==> config.mk <==
export PLATFORM = sky130hd
export DESIGN_NAME = usb3_lfps_sched
export DESIGN_NICKNAME = d
export VERILOG_FILES = /design/src/rtl/usb3_lfps_sched.sv
export SDC_FILE = /design/constraint.sdc
export NUM_CORES = 1
export LEC_CHECK = 0
export ABC_CLOCK_PERIOD_IN_PS = 2510
export CORE_MARGIN = 2
export CORE_UTILIZATION = 42
export DETAILED_ROUTE_END_ITERATION = 12
export PLACE_DENSITY_LB_ADDON = 0.25
export SETUP_SLACK_MARGIN = 0.02
export SYNTH_ARGS = -nofsm -noshare
export SYNTH_HDL_FRONTEND = slang
export SYNTH_SLANG_ARGS = --single-unit
==> constraint.sdc <==
create_clock -name slow_clk -period 2.51 [get_ports slow_clk]
set_input_delay 0.251 -clock slow_clk [delete_from_list [all_inputs] [get_ports slow_clk]]
set_output_delay 0.251 -clock slow_clk [all_outputs]
set_load 0.01 [all_outputs]
==> src/rtl/usb3_lfps_sched.sv <==
// LFPS burst scheduler: serialises Polling/Ping/U1/U2-LB/U3 LFPS requests toward the LTSSM.
// Define USB3_LFPS_PING_TIMER_EN to enable autonomous Ping.LFPS generation while idle.
module usb3_lfps_sched #(
   parameter int unsigned TIMEOUT_CYCLES = 20000,
   parameter int unsigned PING_INTERVAL  = 10000
) (
   input  logic       slow_clk,
   input  logic       reset_n,
   input  logic       req_valid,
   input  logic [2:0] req_type,
   input  logic [3:0] req_count,
   output logic       req_ready,
   input  logic       abort,
   input  logic       ping_timer_en,
   output logic       lfps_send_poll,
   output logic       lfps_send_ping,
   output logic       lfps_send_u1,
   output logic       lfps_send_u2lb,
   output logic       lfps_send_u3,
   input  logic       lfps_send_ack,
   output logic       busy,
   output logic       done,
   output logic [2:0] done_type,
   output logic       err,
   output logic       timeout
);

   typedef enum logic [1:0] {StIdle, StSend, StGap} state_e;

   state_e      r_state;
   logic [2:0]  r_type;
   logic [3:0]  r_remaining;
   logic [15:0] r_timer;
   logic        r_gap;
   logic [4:0]  r_send;
   logic        r_busy;
   logic        r_ready;
   logic        r_done;
   logic [2:0]  r_done_type;
   logic        r_err;
   logic        r_timeout;
   logic        w_ping_fire;

   // Bit order matches {u3, u2lb, u1, ping, poll}.
   function automatic logic [4:0] type_onehot(input logic [2:0] t);
      logic [4:0] v;
      v = 5'b00000;
      case (t)
         3'd0:    v = 5'b00001;
         3'd1:    v = 5'b00010;
         3'd2:    v = 5'b00100;
         3'd3:    v = 5'b01000;
         3'd4:    v = 5'b10000;
         default: v = 5'b00000;
      endcase
      return v;
   endfunction

`ifdef USB3_LFPS_PING_TIMER_EN
   logic [15:0] r_ping_cnt;
   logic        w_ping_run;

   // External requests always win; any req_valid while idle restarts the interval.
   assign w_ping_run  = (r_state == StIdle) && r_ready && ping_timer_en && !req_valid;
   assign w_ping_fire = w_ping_run && (r_ping_cnt == 16'(PING_INTERVAL - 1));

   always_ff @(posedge slow_clk or negedge reset_n) begin
      if (!reset_n) begin
         r_ping_cnt <= 16'd0;
      end else if (w_ping_run && !w_ping_fire) begin
         r_ping_cnt <= r_ping_cnt + 16'd1;
      end else begin
         r_ping_cnt <= 16'd0;
      end
   end
`else
   logic w_unused_ping_en;
   assign w_unused_ping_en = ping_timer_en;
   assign w_ping_fire      = 1'b0;
`endif

   always_ff @(posedge slow_clk or negedge reset_n) begin
      if (!reset_n) begin
         r_state     <= StIdle;
         r_type      <= 3'd0;
         r_remaining <= 4'd0;
         r_timer     <= 16'd0;
         r_gap       <= 1'b0;
         r_send      <= 5'b00000;
         r_busy      <= 1'b0;
         r_ready     <= 1'b0;
         r_done      <= 1'b0;
         r_done_type <= 3'd0;
         r_err       <= 1'b0;
         r_timeout   <= 1'b0;
      end else begin
         r_done    <= 1'b0;
         r_err     <= 1'b0;
         r_timeout <= 1'b0;
         unique case (r_state)
            StIdle: begin
               r_ready <= 1'b1;
               if (r_ready && req_valid) begin
                  if (req_type > 3'd4) begin
                     r_err <= 1'b1;
                  end else begin
                     r_state     <= StSend;
                     r_type      <= req_type;
                     r_remaining <= (req_count == 4'd0) ? 4'd1 : req_count;
                     r_send      <= type_onehot(req_type);
                     r_timer     <= 16'd0;
                     r_busy      <= 1'b1;
                     r_ready     <= 1'b0;
                  end
               end else if (w_ping_fire) begin
                  r_state     <= StSend;
                  r_type      <= 3'd1;
                  r_remaining <= 4'd1;
                  r_send      <= type_onehot(3'd1);
                  r_timer     <= 16'd0;
                  r_busy      <= 1'b1;
                  r_ready     <= 1'b0;
               end
            end
            StSend: begin
               if (abort) begin
                  r_state <= StIdle;
                  r_send  <= 5'b00000;
                  r_busy  <= 1'b0;
                  r_ready <= 1'b1;
               end else if (lfps_send_ack) begin
                  r_remaining <= r_remaining - 4'd1;
                  r_send      <= 5'b00000;
                  if (r_remaining == 4'd1) begin
                     r_state     <= StIdle;
                     r_done      <= 1'b1;
                     r_done_type <= r_type;
                     r_busy      <= 1'b0;
                     r_ready     <= 1'b1;
                  end else begin
                     r_state <= StGap;
                     r_gap   <= 1'b0;
                  end
               end else if (r_timer == 16'(TIMEOUT_CYCLES - 1)) begin
                  r_state   <= StIdle;
                  r_timeout <= 1'b1;
                  r_send    <= 5'b00000;
                  r_busy    <= 1'b0;
                  r_ready   <= 1'b1;
               end else begin
                  r_timer <= r_timer + 16'd1;
               end
            end
            StGap: begin
               if (abort) begin
                  r_state <= StIdle;
                  r_busy  <= 1'b0;
                  r_ready <= 1'b1;
               end else if (r_gap) begin
                  r_state <= StSend;
                  r_send  <= type_onehot(r_type);
                  r_timer <= 16'd0;
               end else begin
                  r_gap <= 1'b1;
               end
            end
            default: r_state <= StIdle;
         endcase
      end
   end

   assign {lfps_send_u3, lfps_send_u2lb, lfps_send_u1, lfps_send_ping, lfps_send_poll} = r_send;
   assign req_ready = r_ready;
   assign busy      = r_busy;
   assign done      = r_done;
   assign done_type = r_done_type;
   assign err       = r_err;
   assign timeout   = r_timeout;

endmodule

==> Word-level counts from Yosys, hierarchy flattened <==
Index checks and enable logic that the tools add are counted.
W data, S select, Z words.
{ "totals": {"register_bits": 39, "out_inout_bits": 13, "word_cells": 123} }
{ "classes": {"addsub": 2, "magnitude_cmp": 1, "n_eq_ne": 25, "muxes": 64, "bitwise": 2, "n_reduce_logical": 17} }
{ "ops": {"columns": ["op", "count"], "rows": [
  ["$mux W16", 7],
  ["$pmux W5 S5", 2],
  ["$pmux W16 S3", 1],
  ["$mux W5", 7],
  ["$mux W1", 28],
  ["$mux W4", 5],
  ["$ne A2 B2 Y1 const B", 10],
  ["$add A16 B1 Y16 const B", 1],
  ["$eq A16 B15 Y1 const B", 1],
  ["$mux W2", 8],
  ["$pmux W5 S3", 1],
  ["$eq A3 B2 Y1 const B", 4],
  ["$reduce_and A4 Y1", 3],
  ["$reduce_and A6 Y1", 2],
  ["$reduce_and A5 Y1", 2],
  ["$ne A4 B4 Y1 const B", 2],
  ["$pmux W4 S2", 1],
  ["$reduce_and A8 Y1", 1],
  ["$eq A3 B1 Y1 const B", 2],
  ["$eq A3 B3 Y1 const B", 2],
  ["$logic_not A3 Y1", 2],
  ["$pmux W1 S3", 2],
  ["$pmux W2 S3", 1],
  ["$eq A4 B1 Y1 const B", 1],
  ["other kinds (13)", 15]
]} }

==> Depth between registers and ports, before layout <==
Gate-level depths: netlist of run 1.
{ "depth": {"depth_word": 5, "depth_mapped": 8, "ltp_nobuf": 7} }

==> Least setup slack after synthesis of run 1 <==
No wires, ideal clock.
{ "synth_path": {"path_type": "reg-to-reg", "start": "register r_state[1]", "end": "register r_remaining[2]", "setup_ns": 0.123, "arrival_time_ns": 1.923, "required_ns": 2.387, "path_slack_ns": 0.464, "path_stages_with_launch": 9, "path_buffers": 1, "path_cell_list": "dfrtp_1 -> inv_1 -> ha_1 -> clkbuf_1 -> nand3b_1 -> a211oi_1 -> and3_1 -> o21ai_0 -> o221a_2"} }
{ "synth_between": {"elab_chain_len": 3, "word_cells_on_any_way": 9, "cone_classes": "eq/ne (5); mux (1); reduce/logical (3)"} }
{ "synth_rtl": {"columns": ["item", "line", "source"], "rows": [
  ["start: declaration", "30", "state_e r_state;"],
  ["start signal: assignment", "84", "r_state <= StIdle;"],
  ["start signal: assignment", "107", "r_state <= StSend;"],
  ["start signal: assignment", "116", "r_state <= StSend;"],
  ["$eq A2 B1 Y1 or $logic_not A2 Y1 (tied branches)", "100", "unique case (r_state)"],
  ["$ne A2 B2 Y1 (no source line) or $reduce_bool A2 Y1 (tied branches)", null, null],
  ["$reduce_and A5 Y1 (no source line)", null, null],
  ["end signal: assignment", "109", "r_remaining <= (req_count == 4'd0) ? 4'd1 : req_count;"],
  ["end signal: assignment", "132", "r_remaining <= r_remaining - 4'd1;"],
  ["end: declaration", "32", "logic [3:0] r_remaining;"]
]} }
Several ways; a longest one is shown, not always the timed one.
A chain may end at the register's enable or synchronous reset.

==> Final worst setup path of run 1 <==
{ "layout_path": {"start": "register r_state[0]", "end": "register r_send[0]"} }
{ "layout_between": {"elab_chain_len": 3, "word_cells_on_any_way": 11, "cone_classes": "eq/ne (7); mux (1); reduce/logical (3)"} }
{ "layout_rtl": {"columns": ["item", "line", "source"], "rows": [
  ["$eq A2 B1 Y1 (tied with other cells)", "100", null],
  ["$ne A4 B4 Y1 (no source line) (tied with other cells)", null, null],
  ["$reduce_and A6 Y1 (no source line)", null, null],
  ["end signal: assignment", "110", "r_send <= type_onehot(req_type);"],
  ["end signal: assignment", "119", "r_send <= type_onehot(3'd1);"],
  ["end signal: assignment", "161", "r_send <= type_onehot(r_type);"],
  ["end: declaration", "35", "logic [4:0] r_send;"]
]} }
Several ways; a longest one is shown, not always the timed one.

==> run_results.csv, run 1 <==
group,metric,value,unit
clock_network,clockBufferDepth,2,
routing,first_iter_violations,76,
synthesis,synth_top_cell_area_share,42.8,%
placed_design,place_congestion,0.878,
sta,tns,0,ns
finish,fill_cells,458,
synthesis,synth.distinct_cells,51,
global_routing,track_usage,17.9,%
sta,slew_headroom,42.4,%
sta,drv_slew,0,
finish,area.growth.synth_to_final,21.9,%
finish,n_antenna_cell,0,
power,p_total,2.95,mW
flow_run,maxCapViolations,0,
finish,fin_area,2780,um^2
global_routing,grtUsageMet1,23.8,%
routing,drcViolationCount,0,
synthesis,synth_area_leaders,"dfrtp_1, nand2_1, o21ai_0",
sta,finalHoldViolCount,0,
critical_path,crit_type,"reg -> reg",
critical_path,cp_data_arrival_time,2.35,ns
clock_network,cts_root_buffer,"clkbuf_8",
finish,drive_above_1_share,11.3,%
routing,ant_nets,0,
clock_network,cts_max_level,2,
global_routing,busiest_layer,"met2",
clock_network,clk_latency,0.30,ns
critical_path,slowest_delay,0.54,ns
clock_network,cts_buffers,5,
clock_network,cts.hold.buffers_added,0,
clock_network,clkSlewWorstSetupHoldPaths,0.09,ns
sta,timing.final.crit_share,88.2,%
routing,finalWirelength,5000,um
critical_path,path_cells,"inv_1 -> ha_1 -> o211ai_1 -> o2111a_1 -> o21ai_1 -> nand2_1 -> o21ai_0",
hold_path,hold_path_class,"in -> async",
outcome,status,"finished, final reports clean",
clock_network,cts_resized,0,
sta,fin_worst_skew,0.0146,ns
synthesis,synth_cells,250,
routing,drtPass1Iterations,4,
synthesis,syn_area,2280,um^2
floorplan,die_area,6030,um^2
floorplan,core-area,5170,um^2
critical_path,cp-startpoint,"r_state[0]$_DFFE_PN0P_",
synthesis,synth_edf_count,0,
routing,num_vias,1999,
placed_design,io_buffers,24,
power,irDropWorstVdd,0.498,mV
critical_path,worstReg2RegStart,"r_state[0]$_DFFE_PN0P_",
sta,worst_pin_slew,0.864,ns
critical_path,crit_path_top_delay_cell,"o2111a_1",
synthesis,avgSynthCellArea,9.12,um^2
global_routing,grt_first_pass_wirelength,8770,um
sta,rsz0062_at_grt,"false",
power,power_density,1060,nW/um^2
sta,finalCriticalPeriod,2.21,ns
finish,utilization,53.7,%
clock_network,cts_setup_buffers,0,
routing,post_drt_wl_per_cell,14.2,um
synthesis,synth_flop_cell,"dfrtp_1",
routing,via_per_inst,5.66,
floorplan,ios,26,
placed_design,postPlaceCellArea,2650,um^2
sta,setup_viol,0,
placed_design,dp_hpwl,3600,um
floorplan,start_util,44.1,%
critical_path,path_delay_family,"compound AO/OA/AOI/OAI gates",
synthesis,ys_warn_count,0,
synthesis,ys_ff_latch,39,
critical_path,startpoint_type,"flop",
global_routing,overflow,0,
global_routing,grt_max_degree,40,
floorplan,rows,26,
global_routing,grt_pass1_vias,1898,
clock_network,numClockSinks,39,
critical_path,crit_buf_inv,1,
sta,max_freq,0.452,GHz
clock_network,cts_tree,"yes",
synthesis,ys_seq_area_share,42.8,%
synthesis,syn_nets,270,
floorplan,die_h,77.7,um
critical_path,worst_setup_path_end_kind,"flop",
finish,fin_nets,302,
synthesis,synthArstFlopShare,100,%
critical_path,crit_required,2.65,ns
global_routing,antenna_found_initial,0,
critical_path,crit_fanout,12,
placed_design,placed_cells_incl_taps,345,
global_routing,met2_usage,28.8,%
finish,final_cells,353,
global_routing,met3_usage,3.95,%
floorplan,fp.dieW,77.7,um
synthesis,yosysTopAreaCell,"dfrtp_1",
power,power.leakage,1.16,nW
[report_power, final]
group | internal (mW) | switching [mW] | total (mW)
registers | 0.802 | 0.167 | 0.969
clock network | 0.398 | 0.224 | 0.622
logic | 0.581 | 0.782 | 1.36
total | 1.78 | 1.17 | 2.95
[routing by layer]
metal / up-vias / share of wire [%]
met2: 42 / 45
met5: - / 0
met4: 0 / 1.3
met1: 958 / 49
met3: 6 / 5.1
li1: 993 / -
[worst paths after layout]
path | slack, ns | end | cells past startpoint
worst max-delay path | 0.30 | r_send[0]$_DFFE_PN0P_ | 7
worst min-delay path | 0.06 | busy$_DFFE_PN0P_ | 1
worst max register to register | 0.30 | r_send[0]$_DFFE_PN0P_ | 7
worst min register to register | 0.49 | r_send[3]$_DFFE_PN0P_ | 2
max in group asynchronous | 1.90 | done_type[1]$_DFFE_PN0P_ | 1
min in group slow_clk | 0.49 | r_send[3]$_DFFE_PN0P_ | 2
[cell usage in the layout (no fill, tap or decap), types with 5 or more instances in the layout]
cell type	n
dfrtp_1	39
nand2_1	29
clkdlybuf4s50_1	23
nor2_1	20
o21ai_0	18
a21oi_1	16
nand3_1	12
buf_4	11
inv_1	10
and3_1	8
nand2b_1	8
ha_1	7
nor3_1	5
o211ai_1	5
clkbuf_8	5
[synthesized netlist by cell type (2+ instances only)]
| cell | count |
|---|---|
| nand2b_1 | 8 |
| and3_1 | 8 |
| nor4_4 | 2 |
| mux2i_1 | 3 |
| clkbuf_1 | 9 |
| dfrtp_1 | 39 |
| nand3_1 | 12 |
| o31ai_1 | 2 |
| a41oi_1 | 3 |
| a21oi_1 | 16 |
| nor4_1 | 3 |
| nor3_1 | 5 |
| nand4b_1 | 3 |
| nor4b_1 | 2 |
| ha_1 | 7 |
| nor2_1 | 20 |
| or4_4 | 2 |
| mux2_2 | 4 |
| a22o_1 | 2 |
| a21boi_0 | 2 |
| a31oi_1 | 4 |
| o311ai_0 | 3 |
| o32ai_1 | 2 |
| inv_1 | 10 |
| nand2_1 | 29 |
| nand4_1 | 4 |
| o21ai_0 | 18 |
| o211ai_1 | 5 |
[kinds of logic after synthesis]
| logic type | Yosys count | share of synthesized area (%) |
|---|---|---|
| AND/OR/NAND/NOR | 104 | 24.9 |
| AO/OA/AOI/OAI | 73 | 21.8 |
| flip-flops | 39 | 42.8 |
| buffers and inverters | 20 | 3.35 |
| multiplexers | 7 | 3.29 |
| adder cells (fa/ha/maj) | 7 | 3.84 |
[flip-flops by register name, indices dropped and copies added (netlist names)]
register / cells
r_gap: 1
r_remaining: 4
done: 1
r_type: 3
err: 1
timeout: 1
r_timer: 16
req_ready: 1
busy: 1
done_type: 3
r_send: 5
r_state: 2
[layout make-up]
| type | instances | area [um^2] | share of cell area (%) |
|---|---|---|---|
| multi-input combinational | 191 | 1230 | 44.2 |
| sequential | 39 | 976 | 35.1 |
| timing repair buffer | 35 | 318 | 11.4 |
| tap | 70 | 87.6 | 3.15 |
| clock buffer | 6 | 72.6 | 2.61 |
| clock inverter | 2 | 60.1 | 2.16 |
| inverter | 10 | 37.5 | 1.35 |
[per-stage QoR]
step                setup WS [ns]  hold slack [ns]
floorplan                   0.464          -0.0446
global placement            0.253            0.418
detailed placement          0.246            0.425
CTS                         0.294           0.0995
global route                0.129            0.155
finish                      0.296           0.0616
Note: power is estimated with default switching activity, not from simulation.
==> run 2, diff against run 1 <==
Settings changed: CTS_BUF_LIST set to sky130_fd_sc_hd__clkbuf_2 sky130_fd_sc_hd__clkbuf_4 sky130_fd_sc_hd__clkbuf_8, DONT_BUFFER_PORTS set to 1.
==> run 2 against run 1 <==
Against the previous run: sequential cell count stayed put; wire length is 2.6% lower; worst setup slack better by 0.070 ns; non-clock buffer count is 27 lower; via count is 5.1% lower; die area stayed put; maximum frequency is 3.3% higher; critical endpoint is now r_send[3]$_DFFE_PN0P_; largest cell class unchanged; largest power group unchanged.
==> run_results.csv, run 2 (synthesis results as in run 1) <==
group,metric,value,unit
outcome,status,"finished, final reports clean",
sta,worst_pin_slew,0.568,ns
global_routing,track_usage,17.4,%
placed_design,dp_hpwl,3460,um
global_routing,grt_first_pass_wirelength,8490,um
global_routing,grt_pass1_vias,1784,
sta,finalCriticalPeriod,2.14,ns
sta,slew_headroom,61.9,%
hold_path,worstHoldStart,"req_type[2]",
sta,setup_viol,0,
placed_design,io_buffers,0,
clock_network,clockBufferDepth,2,
power,power.leakage,1.05,nW
floorplan,rows,26,
clock_network,cts_root_buffer,"clkbuf_8",
floorplan,fp.dieW,77.7,um
routing,ant_nets,0,
finish,largest_reg_flops,16,
finish,layout_commonest_cell,"dfrtp_1",
critical_path,crit_type,"reg -> reg",
critical_path,crit_required,2.66,ns
critical_path,worst_setup_path_end_kind,"flop",
hold_path,hold_path_class,"in -> reg",
clock_network,cts_buffers,5,
sta,drv_slew,0,
critical_path,cp_data_arrival_time,2.29,ns
routing,num_vias,1898,
critical_path,worstReg2RegStart,"r_state[0]$_DFFE_PN0P_",
finish,final_cell_mix,"dfrtp_1, nand2_1, nor2_1, o21ai_0, a21oi_1",
hold_path,worstHoldPathCells,2,
routing,drcViolationCount,0,
sta,fin_worst_skew,0.00463,ns
critical_path,r2r_setup_slack,0.37,ns
critical_path,crit_fanout,12,
floorplan,start_util,44.1,%
floorplan,die_area,6030,um^2
floorplan,die_h,77.7,um
finish,fill_cells,479,
floorplan,core-area,5170,um^2
finish,n_antenna_cell,0,
finish,utilization,48.2,%
placed_design,place_congestion,0.836,
floorplan,ios,26,
finish,area.growth.synth_to_final,9.33,%
routing,post_drt_wl_per_cell,14.9,um
clock_network,cts_max_level,2,
finish,top_register,"r_timer",
routing,drtPass1Iterations,4,
finish,drive_above_1_share,10.9,%
global_routing,overflow,0,
power,power_density,1030,nW/um^2
routing,first_iter_violations,108,
sta,max_freq,0.467,GHz
critical_path,r2r_cells,7,
finish,multi_input_area,1230,um^2
global_routing,antenna_found_initial,0,
sta,rsz0062_at_grt,"false",
clock_network,cts_setup_buffers,0,
hold_path,hold_end,"err$_DFF_PN0_",
clock_network,clkSlewWorstSetupHoldPaths,0.08,ns
routing,via_per_inst,5.82,
sta,timing.final.crit_share,85.4,%
critical_path,startpoint_type,"flop",
clock_network,clk_latency,0.29,ns
finish,seqCellArea,976,um^2
finish,largestRegisters,"r_timer: 16 flops, r_send: 5 flops, r_remaining: 4 flops",
sta,finalHoldViolCount,0,
finish,fin_nets,275,
clock_network,numClockSinks,39,
clock_network,cts_tree,"yes",
sta,tns,0,ns
critical_path,rr_endpoint,"r_send[3]$_DFFE_PN0P_",
power,irDropWorstVdd,0.332,mV
routing,finalWirelength,4870,um
flow_run,maxCapViolations,0,
global_routing,grt_max_degree,40,
[run 2: cell count changes in the layout (fill, tap and decap cells not counted)]
cell,before,now
clkbuf_4,0,2
buf_12,0,1
dlygate4sd3_1,0,1
clkinv_2,0,1
bufinv_16,2,0
clkbuf_1,1,0
buf_2,1,0
clkdlybuf4s50_1,23,0
buf_4,11,6
[run 2: worst max path at each step]
| stage | endpoint | depth (start not counted) | from |
|---|---|---|---|
| floorplan | r_remaining[2]$_DFFE_PN0P_ | 8 | r_state[1]$_DFFE_PN0P_ |
| global placement | r_send[1]$_DFFE_PN0P_ | 7 | r_state[0]$_DFFE_PN0P_ |
| detailed placement | r_send[3]$_DFFE_PN0P_ | 7 | r_state[0]$_DFFE_PN0P_ |
| CTS | r_send[3]$_DFFE_PN0P_ | 7 | r_state[0]$_DFFE_PN0P_ |
| global route | r_send[4]$_DFFE_PN0P_ | 7 | r_state[0]$_DFFE_PN0P_ |
| finish | r_send[3]$_DFFE_PN0P_ | 7 | r_state[0]$_DFFE_PN0P_ |
[run 2: final cells by class]
class                   instances  area share [%]
clock buffers                   7            3.36
clock inverters                 1           0.201
inverters                      10            1.51
multi-input cells             191            49.2
flip-flops and latches         39            39.2
well taps                      70            3.51
repair buffers                  8            3.01
[run 2: power breakdown]
part | switching, mW | internal, mW
clock network | 0.218 | 0.217
logic | 0.695 | 0.435
registers | 0.209 | 0.802
[run 2: what timing repair did]
| item | CTS | global route |
|---|---|---|
| hold endpoints to repair | 39 | 0 |
| hold buffers | 2 | 0 |
| gates resized for setup | 0 | 0 |
[run 2: per-layer routing]
layer / GRT usage [%] / up-vias / share of wire, %
met5: 0 / - / 0
met4: 5.36 / 0 / 1.4
met3: 3.84 / 7 / 3.6
met2: 27.2 / 29 / 47
met1: 24.0 / 919 / 48
li1: - / 943 / -
[run 2: critical path, cell delays in order (launching register included)]
cell and delay [ns]:
dfrtp_1 0.37, inv_1 0.08, ha_1 0.29, a21bo_2 0.23
o2111a_1 0.46, o21ai_1 0.33, nand2_1 0.14, o21ai_0 0.09
[run 2: metrics by stage]
stage / hold slack, ns / cell area, um^2 / total power [mW] / instances / setup WS, ns
after floorplan: -0.0446 / 2280 / 1.84 / 250 / 0.464
after global routing: 0.121 / 2490 / 2.81 / 326 / 0.0776
after CTS: 0.109 / 2490 / 2.60 / 326 / 0.341
final: 0.114 / 2490 / 2.58 / 326 / 0.367
after detailed placement: -0.0437 / 2370 / 2.14 / 316 / 0.356
after global placement: -0.0436 / 2370 / 2.13 / 316 / 0.392
==> run 3, diff against run 2 <==
Settings changed: RECOVER_POWER set to 100.
==> run 3 against run 2 <==
Against the previous run: the run now ends with max-capacitance violations, max-slew violations left; sequential power hardly changed; combinational power is essentially flat; non-clock buffer count stayed put; utilization down 0.70 points; design area down 1.5%; register-to-register slack barely moved; worst setup slack lost 0.0030 ns; die area is the same; wire length is 1.0% higher; hold slack worse by 0.0034 ns.
==> run_results.csv, run 3 (synthesis results as in run 1) <==
group,metric,value,unit
finish,layout_commonest_cell,"dfrtp_1",
flow_run,maxCapViolations,1,
power,switchingPower,1.12,mW
finish,utilization,47.5,%
finish,top_register,"r_timer",
power,intPower,1.43,mW
global_routing,antenna_found_initial,0,
finish,area.growth.synth_to_final,7.74,%
placed_design,dp_hpwl,3460,um
critical_path,path_cells,"inv_1 -> ha_1 -> a21bo_2 -> o2111a_1 -> o21ai_1 -> nand2_1 -> o21ai_0",
global_routing,track_usage,17.4,%
power,p_total,2.55,mW
power,power.clock.fraction,17.0,%
finish,fin_nets,275,
critical_path,crit_required,2.66,ns
floorplan,ios,26,
floorplan,die_area,6030,um^2
outcome,failed_checks,"max-capacitance violations, max-slew violations",
finish,seqCellArea,976,um^2
sta,slew_headroom,-18.5,%
routing,num_vias,1906,
routing,ant_nets,0,
sta,max_freq,0.466,GHz
routing,via_per_inst,5.85,
power,seq_power_share,39.7,%
critical_path,worstReg2RegStart,"r_state[0]$_DFFE_PN0P_",
sta,finalCriticalPeriod,2.15,ns
power,irDropWorstVdd,0.338,mV
hold_path,worstHoldStart,"req_type[2]",
floorplan,start_util,44.1,%
routing,first_iter_violations,99,
routing,drtPass1Iterations,4,
clock_network,clockBufferDepth,2,
finish,multi_input_area,1200,um^2
clock_network,cts_tree,"yes",
sta,fin_worst_skew,0.00547,ns
clock_network,cts_max_level,2,
floorplan,fp.dieW,77.7,um
critical_path,r2r_cells,7,
sta,setup_viol,0,
floorplan,core-area,5170,um^2
finish,n_antenna_cell,0,
finish,largestRegisters,"r_timer: 16 flops, r_send: 5 flops, r_remaining: 4 flops",
critical_path,cp-startpoint,"r_state[0]$_DFFE_PN0P_",
global_routing,grt_pass1_vias,1784,
sta,finalHoldViolCount,0,
hold_path,worstHoldPathCells,2,
clock_network,clkSlewWorstSetupHoldPaths,0.08,ns
critical_path,startpoint_type,"flop",
critical_path,slowest_delay,0.46,ns
critical_path,cp_data_arrival_time,2.30,ns
power,switching_share,44.0,%
sta,drv_slew,40,
global_routing,overflow,0,
critical_path,crit_fanout,12,
critical_path,crit_type,"reg -> reg",
sta,worst_pin_slew,1.78,ns
hold_path,hold_path_class,"in -> reg",
finish,final_cell_mix,"dfrtp_1, nand2_1, nor2_1, o21ai_0, a21oi_1",
clock_network,cts_buffers,5,
sta,timing.final.crit_share,85.5,%
global_routing,grt_max_degree,40,
critical_path,crit_path_top_delay_cell,"o2111a_1",
placed_design,io_buffers,0,
clock_network,numClockSinks,39,
sta,tns,0,ns
clock_network,cts_root_buffer,"clkbuf_8",
power,power.leakage,1.05,nW
placed_design,place_congestion,0.836,
finish,final_cells,326,
outcome,status,"finished with violations",
global_routing,grt_first_pass_wirelength,8490,um
finish,fill_cells,489,
floorplan,rows,26,
finish,largest_reg_flops,16,
placed_design,placed_cells_incl_taps,316,
critical_path,worst_setup_path_end_kind,"flop",
floorplan,die_h,77.7,um
power,combPwrFrac,43.3,%
finish,drive_above_1_share,8.98,%
power,power_density,1040,nW/um^2
routing,drcViolationCount,0,
routing,finalWirelength,4910,um
routing,post_drt_wl_per_cell,15.1,um
clock_network,clk_latency,0.29,ns
sta,rsz0062_at_grt,"false",
-- run 3: cell count changes in the layout (fill, tap and decap cells not counted), sizes merged --
cell / before / now
clkbuf: 7 / 9
buf: 7 / 4
dlymetal6s4s: 0 / 1
-- run 3: cell type report --
cell class / instances / share of cell area [%]
multi-input combinational: 191 / 49.1
sequential: 39 / 39.7
tap: 70 / 3.57
clock buffer: 7 / 3.41
timing repair buffer: 8 / 2.50
inverter: 10 / 1.53
clock inverter: 1 / 0.204
-- run 3: critical path, delay by kind of cell (launching register included) --
kind / cells / cell delay, ns
compound gates: 4 / 1.11
flops: 1 / 0.37
fa+ha+maj: 1 / 0.30
simple gates: 1 / 0.14
buf+inv: 1 / 0.09
-- run 3: power by group through the flow --
stage	combinational (mW)	sequential [mW]	clock, mW
3_3_place_gp	1.10	1.02	0
2_1_floorplan	0.861	0.976	0
3_5_place_dp	1.11	1.03	0
4_1_cts	1.14	1.01	0.447
5_1_grt	1.26	1.04	0.469
6_report	1.10	1.01	0.434
-- run 3: worst paths after layout --
check	to	slack (ns)
max in group asynchronous	done$_DFF_PN0_	0.41
hold reg to reg	r_timer[8]$_DFFE_PN0P_	0.53
setup / recovery	r_send[3]$_DFFE_PN0P_	0.36
setup reg to reg	r_send[3]$_DFFE_PN0P_	0.36
min in group asynchronous	busy$_DFFE_PN0P_	1.07
hold / removal	err$_DFF_PN0_	0.11
-- run 3: stage by stage --
step / hold slack, ns / setup WS, ns / cell area, um^2
after floorplan: -0.0446 / 0.464 / 2280
after global placement: -0.0436 / 0.392 / 2370
after detailed placement: -0.0437 / 0.356 / 2370
after CTS: 0.109 / 0.341 / 2490
after global routing: 0.121 / 0.0433 / 2460
final: 0.111 / 0.364 / 2460
-- run 3: repair_timing --
item / in CTS / in global routing
gates resized for setup: 0 / 0
hold buffers: 2 / 0
setup buffers: 0 / 0
endpoints found under the setup margin: 0 / 0
endpoints found under the hold margin: 39 / 0
-- run 3: layer usage --
layer / share of wire, % / global-route usage, % / vias up
li1: - / - / 942
met3: 3.7 / 3.84 / 7
met4: 1.4 / 5.36 / 0
met5: 0 / 0 / -
met2: 47 / 27.2 / 37
met1: 48 / 24.0 / 920
